===== src/rtl/riscv_pkg.sv =====
// ============================================================================
// Module : riscv_pkg
// Brief  : Shared ALU opcodes, ID/EX stage state and held-instruction bundle.
// Rev    : 1.0
// ============================================================================
`default_nettype none

package riscv_pkg;

    localparam int XLEN     = 32;
    localparam int ALU_OP_W = 4;
    localparam int REG_AW   = 5;

    localparam logic [ALU_OP_W-1:0] ALU_AND = 4'b0000;
    localparam logic [ALU_OP_W-1:0] ALU_OR  = 4'b0001;
    localparam logic [ALU_OP_W-1:0] ALU_SLL = 4'b0010;
    localparam logic [ALU_OP_W-1:0] ALU_SUB = 4'b0011;
    localparam logic [ALU_OP_W-1:0] ALU_XOR = 4'b0100;
    localparam logic [ALU_OP_W-1:0] ALU_ADD = 4'b0101;
    localparam logic [ALU_OP_W-1:0] ALU_SRL = 4'b0110;
    localparam logic [ALU_OP_W-1:0] ALU_SRA = 4'b0111;
    localparam logic [ALU_OP_W-1:0] ALU_EQ  = 4'b1000;
    localparam logic [ALU_OP_W-1:0] ALU_NE  = 4'b1001;
    localparam logic [ALU_OP_W-1:0] ALU_LT  = 4'b1010;
    localparam logic [ALU_OP_W-1:0] ALU_GE  = 4'b1011;
    localparam logic [ALU_OP_W-1:0] ALU_LTU = 4'b1100;
    localparam logic [ALU_OP_W-1:0] ALU_GEU = 4'b1101;
    localparam logic [ALU_OP_W-1:0] ALU_SLT = 4'b1110;

    typedef enum logic [0:0] {
        EMPTY = 1'b0,
        FULL  = 1'b1
    } stage_state_e;

    typedef struct packed {
        logic [XLEN-1:0]     pc;
        logic [XLEN-1:0]     rs1_data;
        logic [XLEN-1:0]     rs2_data;
        logic [XLEN-1:0]     imm;
        logic [REG_AW-1:0]   rs1;
        logic [REG_AW-1:0]   rs2;
        logic [REG_AW-1:0]   rd;
        logic [ALU_OP_W-1:0] alu_op;
        logic                alu_src;
        logic                reg_write;
        logic                mem_read;
        logic                mem_write;
        logic                branch;
    } id_ex_bundle_t;

endpackage

`default_nettype wire


===== src/rtl/forward_mux.sv =====
// ============================================================================
// Module : forward_mux
// Brief  : Priority operand select: EX/MEM, then MEM/WB, then held value.
// Rev    : 1.0
// ============================================================================
`default_nettype none

module forward_mux #(
    parameter int DATA_WIDTH     = 32,
    parameter int REG_ADDR_WIDTH = 5
) (
    input  logic [REG_ADDR_WIDTH-1:0] i_rs,
    input  logic [DATA_WIDTH-1:0]     i_held_data,
    input  logic [REG_ADDR_WIDTH-1:0] i_ex_mem_rd,
    input  logic                      i_ex_mem_reg_write,
    input  logic [DATA_WIDTH-1:0]     i_ex_mem_result,
    input  logic [REG_ADDR_WIDTH-1:0] i_mem_wb_rd,
    input  logic                      i_mem_wb_reg_write,
    input  logic [DATA_WIDTH-1:0]     i_mem_wb_result,
    output logic                      o_mem_wb_hit,
    output logic [DATA_WIDTH-1:0]     o_data
);

    logic w_rs_nonzero;
    logic w_ex_mem_hit;

    // x0 is hard-wired to zero, so a write to it is never a real producer.
    assign w_rs_nonzero = (i_rs != '0);
    assign w_ex_mem_hit = i_ex_mem_reg_write & (i_ex_mem_rd == i_rs) & w_rs_nonzero;
    assign o_mem_wb_hit = i_mem_wb_reg_write & (i_mem_wb_rd == i_rs) & w_rs_nonzero;

    always_comb begin
        o_data = i_held_data;
        if (w_ex_mem_hit) begin
            o_data = i_ex_mem_result;
        end else if (o_mem_wb_hit) begin
            o_data = i_mem_wb_result;
        end
    end

endmodule

`default_nettype wire


===== src/rtl/id_ex_stage.sv =====
// ============================================================================
// Module : id_ex_stage
// Brief  : Single-entry ID/EX register with forwarding and load-use stall.
// Rev    : 1.0
// ============================================================================
`default_nettype none

module id_ex_stage
    import riscv_pkg::*;
#(
    parameter int DATA_WIDTH     = XLEN,
    parameter int OPCODE_LENGTH  = ALU_OP_W,
    parameter int REG_ADDR_WIDTH = REG_AW
) (
    input  logic                      clk,
    input  logic                      reset,
    input  logic                      flush,
    input  logic                      in_valid,
    output logic                      in_ready,
    input  logic [DATA_WIDTH-1:0]     id_pc,
    input  logic [DATA_WIDTH-1:0]     id_rs1_data,
    input  logic [DATA_WIDTH-1:0]     id_rs2_data,
    input  logic [DATA_WIDTH-1:0]     id_imm,
    input  logic [REG_ADDR_WIDTH-1:0] id_rs1,
    input  logic [REG_ADDR_WIDTH-1:0] id_rs2,
    input  logic [REG_ADDR_WIDTH-1:0] id_rd,
    input  logic [OPCODE_LENGTH-1:0]  id_alu_op,
    input  logic                      id_alu_src,
    input  logic                      id_reg_write,
    input  logic                      id_mem_read,
    input  logic                      id_mem_write,
    input  logic                      id_branch,
    input  logic [REG_ADDR_WIDTH-1:0] ex_mem_rd,
    input  logic                      ex_mem_reg_write,
    input  logic                      ex_mem_mem_read,
    input  logic [DATA_WIDTH-1:0]     ex_mem_result,
    input  logic [REG_ADDR_WIDTH-1:0] mem_wb_rd,
    input  logic                      mem_wb_reg_write,
    input  logic [DATA_WIDTH-1:0]     mem_wb_result,
    output logic                      out_valid,
    input  logic                      out_ready,
    output logic [DATA_WIDTH-1:0]     SrcA,
    output logic [DATA_WIDTH-1:0]     SrcB,
    output logic [OPCODE_LENGTH-1:0]  Operation,
    output logic [DATA_WIDTH-1:0]     ex_store_data,
    output logic [DATA_WIDTH-1:0]     ex_pc,
    output logic [REG_ADDR_WIDTH-1:0] ex_rd,
    output logic                      ex_reg_write,
    output logic                      ex_mem_read,
    output logic                      ex_mem_write,
    output logic                      ex_branch
);

    // The held bundle is sized by the package constants; parameters must match them.
    stage_state_e  r_state;
    id_ex_bundle_t r_held;
    id_ex_bundle_t w_incoming;

    logic w_accept;
    logic w_issue;
    logic w_hazard;
    logic w_rs1_wb_hit;
    logic w_rs2_wb_hit;
    logic w_rs2_used;

    assign w_incoming = '{
        pc:        id_pc,
        rs1_data:  id_rs1_data,
        rs2_data:  id_rs2_data,
        imm:       id_imm,
        rs1:       id_rs1,
        rs2:       id_rs2,
        rd:        id_rd,
        alu_op:    id_alu_op,
        alu_src:   id_alu_src,
        reg_write: id_reg_write,
        mem_read:  id_mem_read,
        mem_write: id_mem_write,
        branch:    id_branch
    };

    // rs2 is a real source for register-register ops and for store data.
    assign w_rs2_used = ~r_held.alu_src | r_held.mem_write;
    assign w_hazard   = ex_mem_mem_read & ex_mem_reg_write & (ex_mem_rd != '0) &
                        ((ex_mem_rd == r_held.rs1) |
                         ((ex_mem_rd == r_held.rs2) & w_rs2_used));

    assign out_valid = (r_state == FULL) & ~w_hazard;
    assign w_issue   = out_valid & out_ready;
    assign in_ready  = reset & ((r_state == EMPTY) | w_issue);
    assign w_accept  = in_valid & in_ready & ~flush;

    forward_mux #(
        .DATA_WIDTH     (DATA_WIDTH),
        .REG_ADDR_WIDTH (REG_ADDR_WIDTH)
    ) u_fwd_rs1 (
        .i_rs               (r_held.rs1),
        .i_held_data        (r_held.rs1_data),
        .i_ex_mem_rd        (ex_mem_rd),
        .i_ex_mem_reg_write (ex_mem_reg_write),
        .i_ex_mem_result    (ex_mem_result),
        .i_mem_wb_rd        (mem_wb_rd),
        .i_mem_wb_reg_write (mem_wb_reg_write),
        .i_mem_wb_result    (mem_wb_result),
        .o_mem_wb_hit       (w_rs1_wb_hit),
        .o_data             (SrcA)
    );

    forward_mux #(
        .DATA_WIDTH     (DATA_WIDTH),
        .REG_ADDR_WIDTH (REG_ADDR_WIDTH)
    ) u_fwd_rs2 (
        .i_rs               (r_held.rs2),
        .i_held_data        (r_held.rs2_data),
        .i_ex_mem_rd        (ex_mem_rd),
        .i_ex_mem_reg_write (ex_mem_reg_write),
        .i_ex_mem_result    (ex_mem_result),
        .i_mem_wb_rd        (mem_wb_rd),
        .i_mem_wb_reg_write (mem_wb_reg_write),
        .i_mem_wb_result    (mem_wb_result),
        .o_mem_wb_hit       (w_rs2_wb_hit),
        .o_data             (ex_store_data)
    );

    assign SrcB = r_held.alu_src ? r_held.imm : ex_store_data;

    always_ff @(posedge clk or negedge reset) begin
        if (!reset) begin
            r_state       <= EMPTY;
            r_held        <= '0;
            r_held.alu_op <= ALU_ADD;
        end else if (flush) begin
            r_state          <= EMPTY;
            r_held.reg_write <= 1'b0;
            r_held.mem_read  <= 1'b0;
            r_held.mem_write <= 1'b0;
            r_held.branch    <= 1'b0;
        end else if (w_accept) begin
            r_state <= FULL;
            r_held  <= w_incoming;
        end else if (w_issue) begin
            r_state          <= EMPTY;
            r_held.reg_write <= 1'b0;
            r_held.mem_read  <= 1'b0;
            r_held.mem_write <= 1'b0;
            r_held.branch    <= 1'b0;
        end else if (r_state == FULL) begin
            // Capture retiring results so a stalled operand outlives its producer.
            if (w_rs1_wb_hit) begin
                r_held.rs1_data <= mem_wb_result;
            end
            if (w_rs2_wb_hit) begin
                r_held.rs2_data <= mem_wb_result;
            end
        end
    end

    assign Operation    = r_held.alu_op;
    assign ex_pc        = r_held.pc;
    assign ex_rd        = r_held.rd;
    assign ex_reg_write = r_held.reg_write;
    assign ex_mem_read  = r_held.mem_read;
    assign ex_mem_write = r_held.mem_write;
    assign ex_branch    = r_held.branch;

endmodule

`default_nettype wire


===== config.mk =====
export PLATFORM = sky130hd
export DESIGN_NAME = id_ex_stage
export DESIGN_NICKNAME = d
export VERILOG_FILES = /design/src/rtl/riscv_pkg.sv /design/src/rtl/forward_mux.sv /design/src/rtl/id_ex_stage.sv
export SDC_FILE = /design/constraint.sdc
export NUM_CORES = 1
export LEC_CHECK = 0
export ABC_CLOCK_PERIOD_IN_PS = 3200
export BUFFER_PORTS_ARGS = -buffer_cell sky130_fd_sc_hd__buf_2
export CAP_MARGIN = 5
export CORE_MARGIN = 3
export CORE_UTILIZATION = 45
export CTS_BUF_LIST = sky130_fd_sc_hd__clkbuf_8
export DETAILED_ROUTE_END_ITERATION = 8
export PLACE_DENSITY = 0.75
export SLEW_MARGIN = 0
export SYNTH_ARGS = -nofsm -noshare
export SYNTH_HDL_FRONTEND = slang
export SYNTH_SLANG_ARGS = --single-unit
export TNS_END_PERCENT = 10

===== constraint.sdc =====
create_clock -name clk -period 3.2 [get_ports clk]
set_input_delay 0.64 -clock clk [delete_from_list [all_inputs] [get_ports clk]]
set_output_delay 0.64 -clock clk [all_outputs]
set_load 0.02 [all_outputs]

Word level (Yosys, flattened, before mapping)
Index checks and enable logic that the tools add are counted.
{"block": "word_totals", "regBits": 153, "latchBits": 0, "mem_bits_rw": 0, "mem_bits_ro": 0, "in_bits": 234, "output_inout_bits": 143, "wordCells": 64, "n_memories": 0}
{"block": "op_classes", "addsub": 0, "n_mul": 0, "n_div": 0, "order_cmp": 0, "n_eq_ne": 5, "n_shift": 0, "muxes": 14, "bitwise_logic": 24, "n_reduce_logical": 7}
{"cell": "$mux W64", "n": 3}
{"cell": "$mux W32", "n": 5}
{"cell": "$eq A5 B5 Y1", "n": 4}
{"cell": "$and A1 B1 Y1", "n": 17}
{"cell": "$reduce_bool A5 Y1", "n": 3}
{"cell": "$mux W4", "n": 3}
{"cell": "$not A1 Y1", "n": 4}
{"cell": "$mux W1", "n": 3}
{"cell": "$or A1 B1 Y1", "n": 3}
{"cell": "$reduce_and A3 Y1", "n": 1}
{"cell": "$reduce_bool A3 Y1", "n": 1}
{"cell": "$ne A2 B2 Y1 const B", "n": 1}
{"cell": "$reduce_and A2 Y1", "n": 1}
{"cell": "$reduce_bool A2 Y1", "n": 1}

Logic depth before layout (Yosys ltp)
Gate-level depths: netlist of the first run.
{"block": "logic_depth", "word_depth": 14, "mapped_depth": 8, "ltp_nobuf": 6}

Hierarchy
From an unflattened synthesis of the first run, not the netlist that was laid out.
{"block": "unflattened", "cells_unflattened": 986, "hier_area_um2": 9903.2}
{"module": "id_ex_stage", "instances": 1, "cells_per_inst": 584, "area_each_um2": 7656.1, "seq_area_each_um2": 3831.2}
{"module": "forward_mux", "instances": 2, "cells_per_inst": 201, "area_each_um2": 1123.6, "seq_area_each_um2": 0.0}

Least setup slack after synthesis of the first run
Ideal clock, no wire load.
{"block": "synth_path", "path_kind": "register -> output", "startpoint": "register r_held[15] in the netlist's numbering", "endpoint": "output port SrcB[10]", "arrival_ps": 2285, "t_required_ps": 2560, "setup_slack_ps": 275, "stages_incl_launch_ff": 9, "path_cell_list": "dfrtp_1 > or4_4 > o211ai_2 > nor2_1 > buf_6 > buf_6 > mux2i_1 > a21oi_1 > mux2_2"}
{"block": "synth_via", "elab_chain_len": 6, "word_cells_on_any_way": 10, "cone_classes": "eq/ne: 2; mux: 3; bitwise: 4; reduce/logical: 1"}
{"element": "start: declaration", "line_no": "id_ex_stage.sv:56", "rtl": "id_ex_bundle_t r_held;"}
{"element": "start signal: assignment", "line_no": "id_ex_stage.sv:140", "rtl": "r_held <= w_incoming;"}
{"element": "$eq A5 B5 Y1", "line_no": "forward_mux.sv:30", "rtl": "assign o_mem_wb_hit = i_mem_wb_reg_write & (i_mem_wb_rd == i_rs) & w_rs_nonzero;"}
{"element": "$and A1 B1 Y1 (2 in a row)", "line_no": "forward_mux.sv:30"}
{"element": "$mux W32"}
{"element": "$mux W32 *", "line_no": "forward_mux.sv:34", "rtl": "if (w_ex_mem_hit) begin"}
{"element": "via ex_store_data[10]", "line_no": "id_ex_stage.sv:45", "rtl": "output logic [DATA_WIDTH-1:0] ex_store_data,"}
{"element": "$mux W32 *", "line_no": "id_ex_stage.sv:125", "rtl": "assign SrcB = r_held.alu_src ? r_held.imm : ex_store_data;"}
{"element": "end: declaration", "line_no": "id_ex_stage.sv:43", "rtl": "output logic [DATA_WIDTH-1:0] SrcB,"}
The timed path passes the listed nets; every way through them passes the cells marked *.

Final worst setup path of the first run
{"block": "layout_path", "startpoint": "register r_held[15] in the netlist's numbering", "endpoint": "output port SrcB[9]"}
{"block": "layout_via", "elab_chain_len": 6, "word_cells_on_any_way": 10, "cone_classes": "eq/ne: 2; mux: 3; bitwise: 4; reduce/logical: 1"}
{"element": "$eq A5 B5 Y1", "line_no": "forward_mux.sv:30"}
{"element": "$and A1 B1 Y1 (2 in a row)", "line_no": "forward_mux.sv:30"}
{"element": "$mux W32"}
{"element": "$mux W32 *", "line_no": "forward_mux.sv:34"}
{"element": "$mux W32 *", "line_no": "id_ex_stage.sv:125"}
Every way passes the cells marked *; elsewhere a longest branch is shown, timed or not.

==> results of run 1 <==
==> metal layers <==
metal / part of all wire [%] / vias to the layer above / wire [um]
li1: - / 4005 / -
met1: 38 / 4316 / 12700
met2: 50 / 516 / 16800
met3: 8.6 / 77 / 2870
met4: 3.1 / 2 / 1040
met5: 0.039 / - / 13
==> power by group <==
part | total, uW | switching [uW] | internal [uW]
clock | 1530 | 931 | 598
combinational | 2750 | 1480 | 1270
sequential | 2560 | 249 | 2310
==> stage by stage <==
step           worst slack (ps)  TNS [ps]  utilization, %  hold slack, ps
2_1_floorplan               275         0               -             344
3_3_place_gp                129         0            56.7             463
3_5_place_dp               54.8         0            56.7             471
4_1_cts                    -225     -6280            60.5             341
5_1_grt                    -375    -14980            62.8             342
6_report                   -262     -8170            62.8             312
==> registers in the layout, indices dropped and copies added, names as in the netlist <==
register	flops
ex_mem_write	1
r_state	1
r_held	107
ex_mem_read	1
ex_reg_write	1
ex_rd	5
ex_branch	1
Operation	4
ex_pc	32
==> final cells by class <==
class / instances / share of cell area [%]
Multi-Input combinational cell: 627 / 40.0
Sequential cell: 153 / 30.8
Timing Repair Buffer: 439 / 22.9
Tap cell: 265 / 2.66
Clock buffer: 17 / 1.88
Clock inverter: 15 / 1.45
Inverter: 6 / 0.181
Antenna cell: 7 / 0.141
==> placed cells by master (no fill, tap or decap), types with 35 or more instances in the layout <==
cell type	synthesis	layout
a31oi_1	64	64
buf_2	31	318
buf_4	43	82
dfrtp_1	151	149
mux2_2	110	107
mux2i_1	64	50
nand2_1	35	35
nand3b_1	64	64
nor3_1	65	65
o211ai_1	65	65
==> what timing repair did <==
action                     4_1_cts  5_1_grt
cloned                           3        2
setup buffers                   13        8
pin swaps                       27       23
setup endpoints to repair       92       92
gates resized for setup         60       93
==> cells by family (layout without fill, tap and decap cells) <==
| group | after synthesis | in the layout | synth area share, % |
|---|---|---|---|
| simple gates | 219 | 219 | 13.1 |
| compound gates | 210 | 210 | 14.7 |
| mux | 180 | 180 | 21.1 |
| flops | 153 | 153 | 41.4 |
| buf+inv | 134 | 477 | 7.93 |
| xor+xnor | 18 | 18 | 1.71 |
| other cells | 0 | 7 | 0 |
==> worst paths after layout <==
path,end,depth (start not counted)
worst min register to register,ex_pc[30]$_DFFE_PN0P_,1
min in group clk,ex_reg_write$_DFFE_PN0P_,2
worst max register to register,r_held[78]$_DFFE_PN0P_,10
max in group asynchronous,r_held[17]$_DFFE_PN0P_,2
worst min-delay path,r_held[88]$_DFFE_PN0P_,2
worst max-delay path,SrcB[9],10
==> metrics, run 1 <==
CP endpoint kind=output pin; RSZ-0062 raised after global routing=true; Netlist cell types=45; Syn Inst Count=slightly above 900; final layout net count=1,478; largest cells by area after synthesis=dfrtp_1 41%, mux2_2 13%, mux2i_1 6.9%; drt wl/cell=between 20 and 25 um; initial antenna violation count=7; CP bufs+invs=4; CTS clk-pin slew, worst paths=around 100 ps; Arr. time, crit path=~2800 ps; Post-synth top cells=151 x dfrtp_1, 110 x mux2_2, 65 x nor3_1, 65 x o211ai_1; Yosys top cell area share=40.9%; Yosys top cell by area=dfrtp_1; first-pass GRT wire length=50,400 um; CORE AREA=0.0198 mm^2; Buffers on Ports=376; Fillers=1,659; Post-Syn Area=roughly 0.0092 mm^2; Async SR Flop Fraction=between 90% and 100%; critical path data required time=2560 ps; crit-path max FO=7; Seq cells post-synth=153; row count=51; multi-input combinational cell area=~0.005 mm^2; TritonCTS clock tree=yes; syn_nets=1,148; Worst Hold Class=input pin to asynchronous set/reset pin; power after layout=6840 uW; clock sink count=~150; largest net degree at the start of global routing=about 160; clk_skew=around 20 ps; initial DRC count=663; max frequency=approximately 290 MHz; failing checks=setup timing; Mean Syn Cell Area=approximately 10 um^2; Leakage=between 0.005 and 0.006 uW; Top Family by Delay on Critical Path=buffers and inverters; worst slew pin tran=1060 ps; Seq/Total Area, Yosys=between 40% and 50%; max_cap viols=0; Finished Cell Area=between 0.01 and 0.015 mm^2; r2r startpoint=r_held[15]$_DFFE_PN0P_; Remaining Overflow, GRT=0; Die Height=approximately 150 um; vias in the first global route=9,121; hold-fix buffer count after cts=0; most frequent CP cell=buf_12; Crit Path Category=flop to output pin; clk buf depth=2; final worst slack=-262 ps; DP HPWL=22,800 um; startpoint class of the critical path=flop; fraction of layout cells with a size suffix above 1=between 50% and 60%; Avg Vias per Cell=5.83; Worst path slowest cell=dfrtp_1; slew margin rel.=between 20 and 30%; Antenna Nets Post-Route=0; CP Cell Sequence=buf_4 > xnor2_2 > nand4_1 > nor2_4 > buf_12 > buf_12 > mux2i_2 > a21oi_2 > mux2_4 > buf_6; DR vias=just under 9,000; Final GP Congestion=between 0.8 and 0.9; fin crit period=roughly 3500 ps; Worst-Skew Late Latency=460 ps; Final Max Slew Viols=0; Final Cycle Share=108%; crit path from=r_held[15]$_DFFE_PN0P_; Die Area=about 0.022 mm^2; Final Hold Viols=0; number of synthesized flops with an enable pin=0; GRT Overall Usage=28.8%; status=finished with violations; GRT met3 Usage=~6.4%; Clock H-tree levels=4; Finished Layout Cells=between 1,500 and 2,000; Starting Density=around 47%; 1st-pass router iterations=5; Yosys warnings=0; DP Area=between 0.01 and 0.015 mm^2; CP max stage delay=between 400 and 500 ps; Final setup viols=63; dpl cells=approximately 1,500; CTS Root Cell=clkbuf_8; Peak VDD IR=~0.00031 V; count leader, synth=dfrtp_1; io pins=about 380; Area Overhead vs Synth=34.8%; FF-to-FF setup slack=~320 ps; GR peak layer=met2; Die W=149 um; pwr dens=between 500 and 600 mW/mm^2; Num CTS Buffers=17; drt total wl=approximately 33,000 um; grt met1 use=35.6%; met2 usage=48.5%; DRC violations left=0; Main synth FF type=dfrtp_1; Sequential cell area=roughly 0.0038 mm^2
(Power assumes the default switching activity.)
==> run 2, diff against run 1 <==
--- a/config.mk
+++ b/config.mk
@@ -8,10 +8,10 @@
 export ABC_CLOCK_PERIOD_IN_PS = 3200
 export BUFFER_PORTS_ARGS = -buffer_cell sky130_fd_sc_hd__buf_2
 export CAP_MARGIN = 5
-export CORE_MARGIN = 3
-export CORE_UTILIZATION = 45
+export CORE_AREA = 2 2 146 148
 export CTS_BUF_LIST = sky130_fd_sc_hd__clkbuf_8
 export DETAILED_ROUTE_END_ITERATION = 8
+export DIE_AREA = 0 0 148 150
 export PLACE_DENSITY = 0.75
 export SLEW_MARGIN = 0
 export SYNTH_ARGS = -nofsm -noshare
==> run 2 against run 1 <==
  * The flow still finishes with violations (setup timing)
  * Global-route usage down 1.3 points
  * Sequential power is essentially flat
  * Clock power up 8%
  * Maximum frequency up 2.7%
  * Largest cell class unchanged
  * Highest routed layer is now met4
==> metrics, run 2 (same netlist as run 1, synthesis figures left out) <==
GRT Overall Usage=27.5% (was 28.8%); CTS Root Cell=clkbuf_8 (unchanged); Final Max Slew Viols=0 (unchanged); Peak VDD IR=0.000305 V (was 0.000311 V); Worst-Skew Late Latency=460 ps (about the same); io pins=377 (unchanged); initial antenna violation count=2 (was 7); slew margin rel.=37.7% (was 29.3%); Final Cycle Share=105% (was 108%); CP max stage delay=560 ps (was 430 ps); CP endpoint kind=output pin (unchanged); CTS clk-pin slew, worst paths=100 ps (about the same); status=finished with violations (unchanged); Remaining Overflow, GRT=0 (unchanged); Starting Density=44.7% (was 46.6%); Crit Path Category=flop to output pin (unchanged); first-pass GRT wire length=47,700 um (was 50,400 um); Die Area=0.0222 mm^2 (was 0.0223 mm^2); multi-input combinational cell area=0.00492 mm^2 (was 0.00498 mm^2); Util after Layout=59.9% (was 62.8%); Worst path slowest cell=or4_4 (was dfrtp_1); power after layout=6840 uW (about the same); failing checks=setup timing (unchanged); Fillers=1,773 (was 1,659); Final GP Congestion=0.865 (was 0.864); max_cap viols=0 (unchanged); Arr. time, crit path=2730 ps (was 2820 ps); fin crit period=3370 ps (was 3460 ps); Final Hold Viols=0 (unchanged); most common cell after layout, fill and taps aside=buf_2 (unchanged); Area Overhead vs Synth=33.9% (was 34.8%); RSZ-0062 raised after global routing=true (unchanged); Die W=148 um (was 149 um); pwr dens=552 mW/mm^2 (was 549 mW/mm^2); crit-path max FO=17 (was 7); most flop-heavy register=r_held (unchanged); startpoint class of the critical path=flop (unchanged); clk_skew=18.5 ps (was 20.0 ps); final worst slack=-172 ps (was -262 ps); DP HPWL=21,600 um (was 22,800 um); critical path data required time=2560 ps (about the same); CORE AREA=0.0207 mm^2 (was 0.0198 mm^2); 1st-pass router iterations=5 (unchanged); fraction of layout cells with a size suffix above 1=50.6% (was 50.7%); Avg Vias per Cell=5.73 (was 5.83); CP Cell Sequence=or4_4 > o211ai_4 > nor2_4 > buf_12 > mux2i_1 > a21oi_2 > mux2_2 > buf_2 (was buf_4 > xnor2_2 > nand4_1 > nor2_4 > buf_12 > buf_12 > mux2i_2 > a21oi_2 > mux2_4 > buf_6); drt wl/cell=21.0 um (was 21.8 um); initial DRC count=460 (was 663); DR vias=8,776 (was 8,916); final layout net count=1,475 (was 1,478); Worst Hold Class=input pin to flop (was input pin to asynchronous set/reset pin); Die Height=150 um (was 149 um); Leakage=0.00531 uW (was 0.00535 uW); vias in the first global route=9,071 (was 9,121); max frequency=297 MHz (was 289 MHz); commonest non-fill, non-tap cells in the layout=312 x buf_2, 147 x dfrtp_1, 110 x mux2_2, 97 x buf_4 (was 318 x buf_2, 149 x dfrtp_1, 107 x mux2_2, 82 x buf_4); Num CTS Buffers=17 (unchanged); row count=53 (was 51); clk buf depth=2 (unchanged); clock sink count=153 (unchanged); worst slew pin tran=935 ps (was 1060 ps); Buffers on Ports=376 (unchanged); TritonCTS clock tree=yes (unchanged); reg2reg path depth=7 (was 10); drt total wl=32,200 um (was 33,300 um); Antenna Nets Post-Route=0 (unchanged); largest net degree at the start of global routing=71 (was 155); DRC violations left=0 (unchanged); hold depth=2; Final setup viols=33 (was 63); Clock H-tree levels=4 (unchanged); max reg flops=107 (unchanged); Sequential cell area=0.00384 mm^2 (was 0.00383 mm^2)
## run 2: timing repair
action / in CTS / in global routing
gates cloned: 4 / 2
hold buffers: 1 / 0
hold endpoints to repair: 1 / 0
buffers inserted: 16 / 4
endpoints found under the setup margin: 70 / 96
gates resized for setup: 21 / 124
pin swaps: 8 / 19
## run 2: where the power goes
| group | switching, uW | internal (uW) |
|---|---|---|
| clock | 839 | 814 |
| sequential | 255 | 2310 |
| combinational | 1410 | 1200 |
| total | 2500 | 4330 |
## run 2: layer usage
| metal | vias to the layer above | wire length (um) | GRT usage, % |
|---|---|---|---|
| met3 | 49 | 2330 | 6.65 |
| met1 | 4325 | 12800 | 32.5 |
| met4 | 0 | 788 | 10.1 |
| met5 | - | 0 | 0 |
| met2 | 398 | 16300 | 48.5 |
| li1 | 4004 | - | - |
## run 2: worst paths after layout
| kind | startpoint | endpoint | slack [ps] |
|---|---|---|---|
| worst max-delay path | r_held[14]$_DFFE_PN0P_ | SrcB[20] | -170 |
| worst min-delay path | id_reg_write | ex_reg_write$_DFFE_PN0P_ | 390 |
| worst max register to register | r_held[14]$_DFFE_PN0P_ | r_held[63]$_DFFE_PN0P_ | 600 |
| worst min register to register | r_held[52]$_DFFE_PN0P_ | r_held[52]$_DFFE_PN0P_ | 490 |
| max in group asynchronous | reset | r_held[22]$_DFFE_PN0P_ | 1100 |
| min in group asynchronous | reset | r_held[18]$_DFFE_PN0P_ | 600 |
## run 2: through the flow
| step | hold slack, ps | setup TNS [ps] | instance area, um^2 | worst slack, ps | instances |
|---|---|---|---|---|---|
| 2_1_floorplan | 344 | 0 | 9250 | 275 | 914 |
| 3_3_place_gp | 462 | 0 | 11300 | 172 | 1470 |
| 3_5_place_dp | 468 | 0 | 11300 | 130 | 1470 |
| 4_1_cts | 370 | -5020 | 12000 | -155 | 1523 |
| 5_1_grt | 370 | -11940 | 12400 | -311 | 1531 |
| 6_report | 394 | -4240 | 12400 | -172 | 1531 |
## run 2: worst max-delay path: cells and delay by family, from the launching register on
family          cells  cell delay (ps)
buf+inv             2              340
mux                 2              490
simple gates        2              660
flops               1              440
compound gates      2              340
## run 2: final cells by class
| type | instances | share of cell area (%) |
|---|---|---|
| clock buffer | 18 | 2.00 |
| multi-input combinational | 627 | 39.7 |
| inverter | 6 | 0.182 |
| clock inverter | 14 | 1.50 |
| antenna | 2 | 0.0404 |
| tap | 275 | 2.78 |
| timing repair buffer | 436 | 22.8 |
| sequential | 153 | 31.0 |
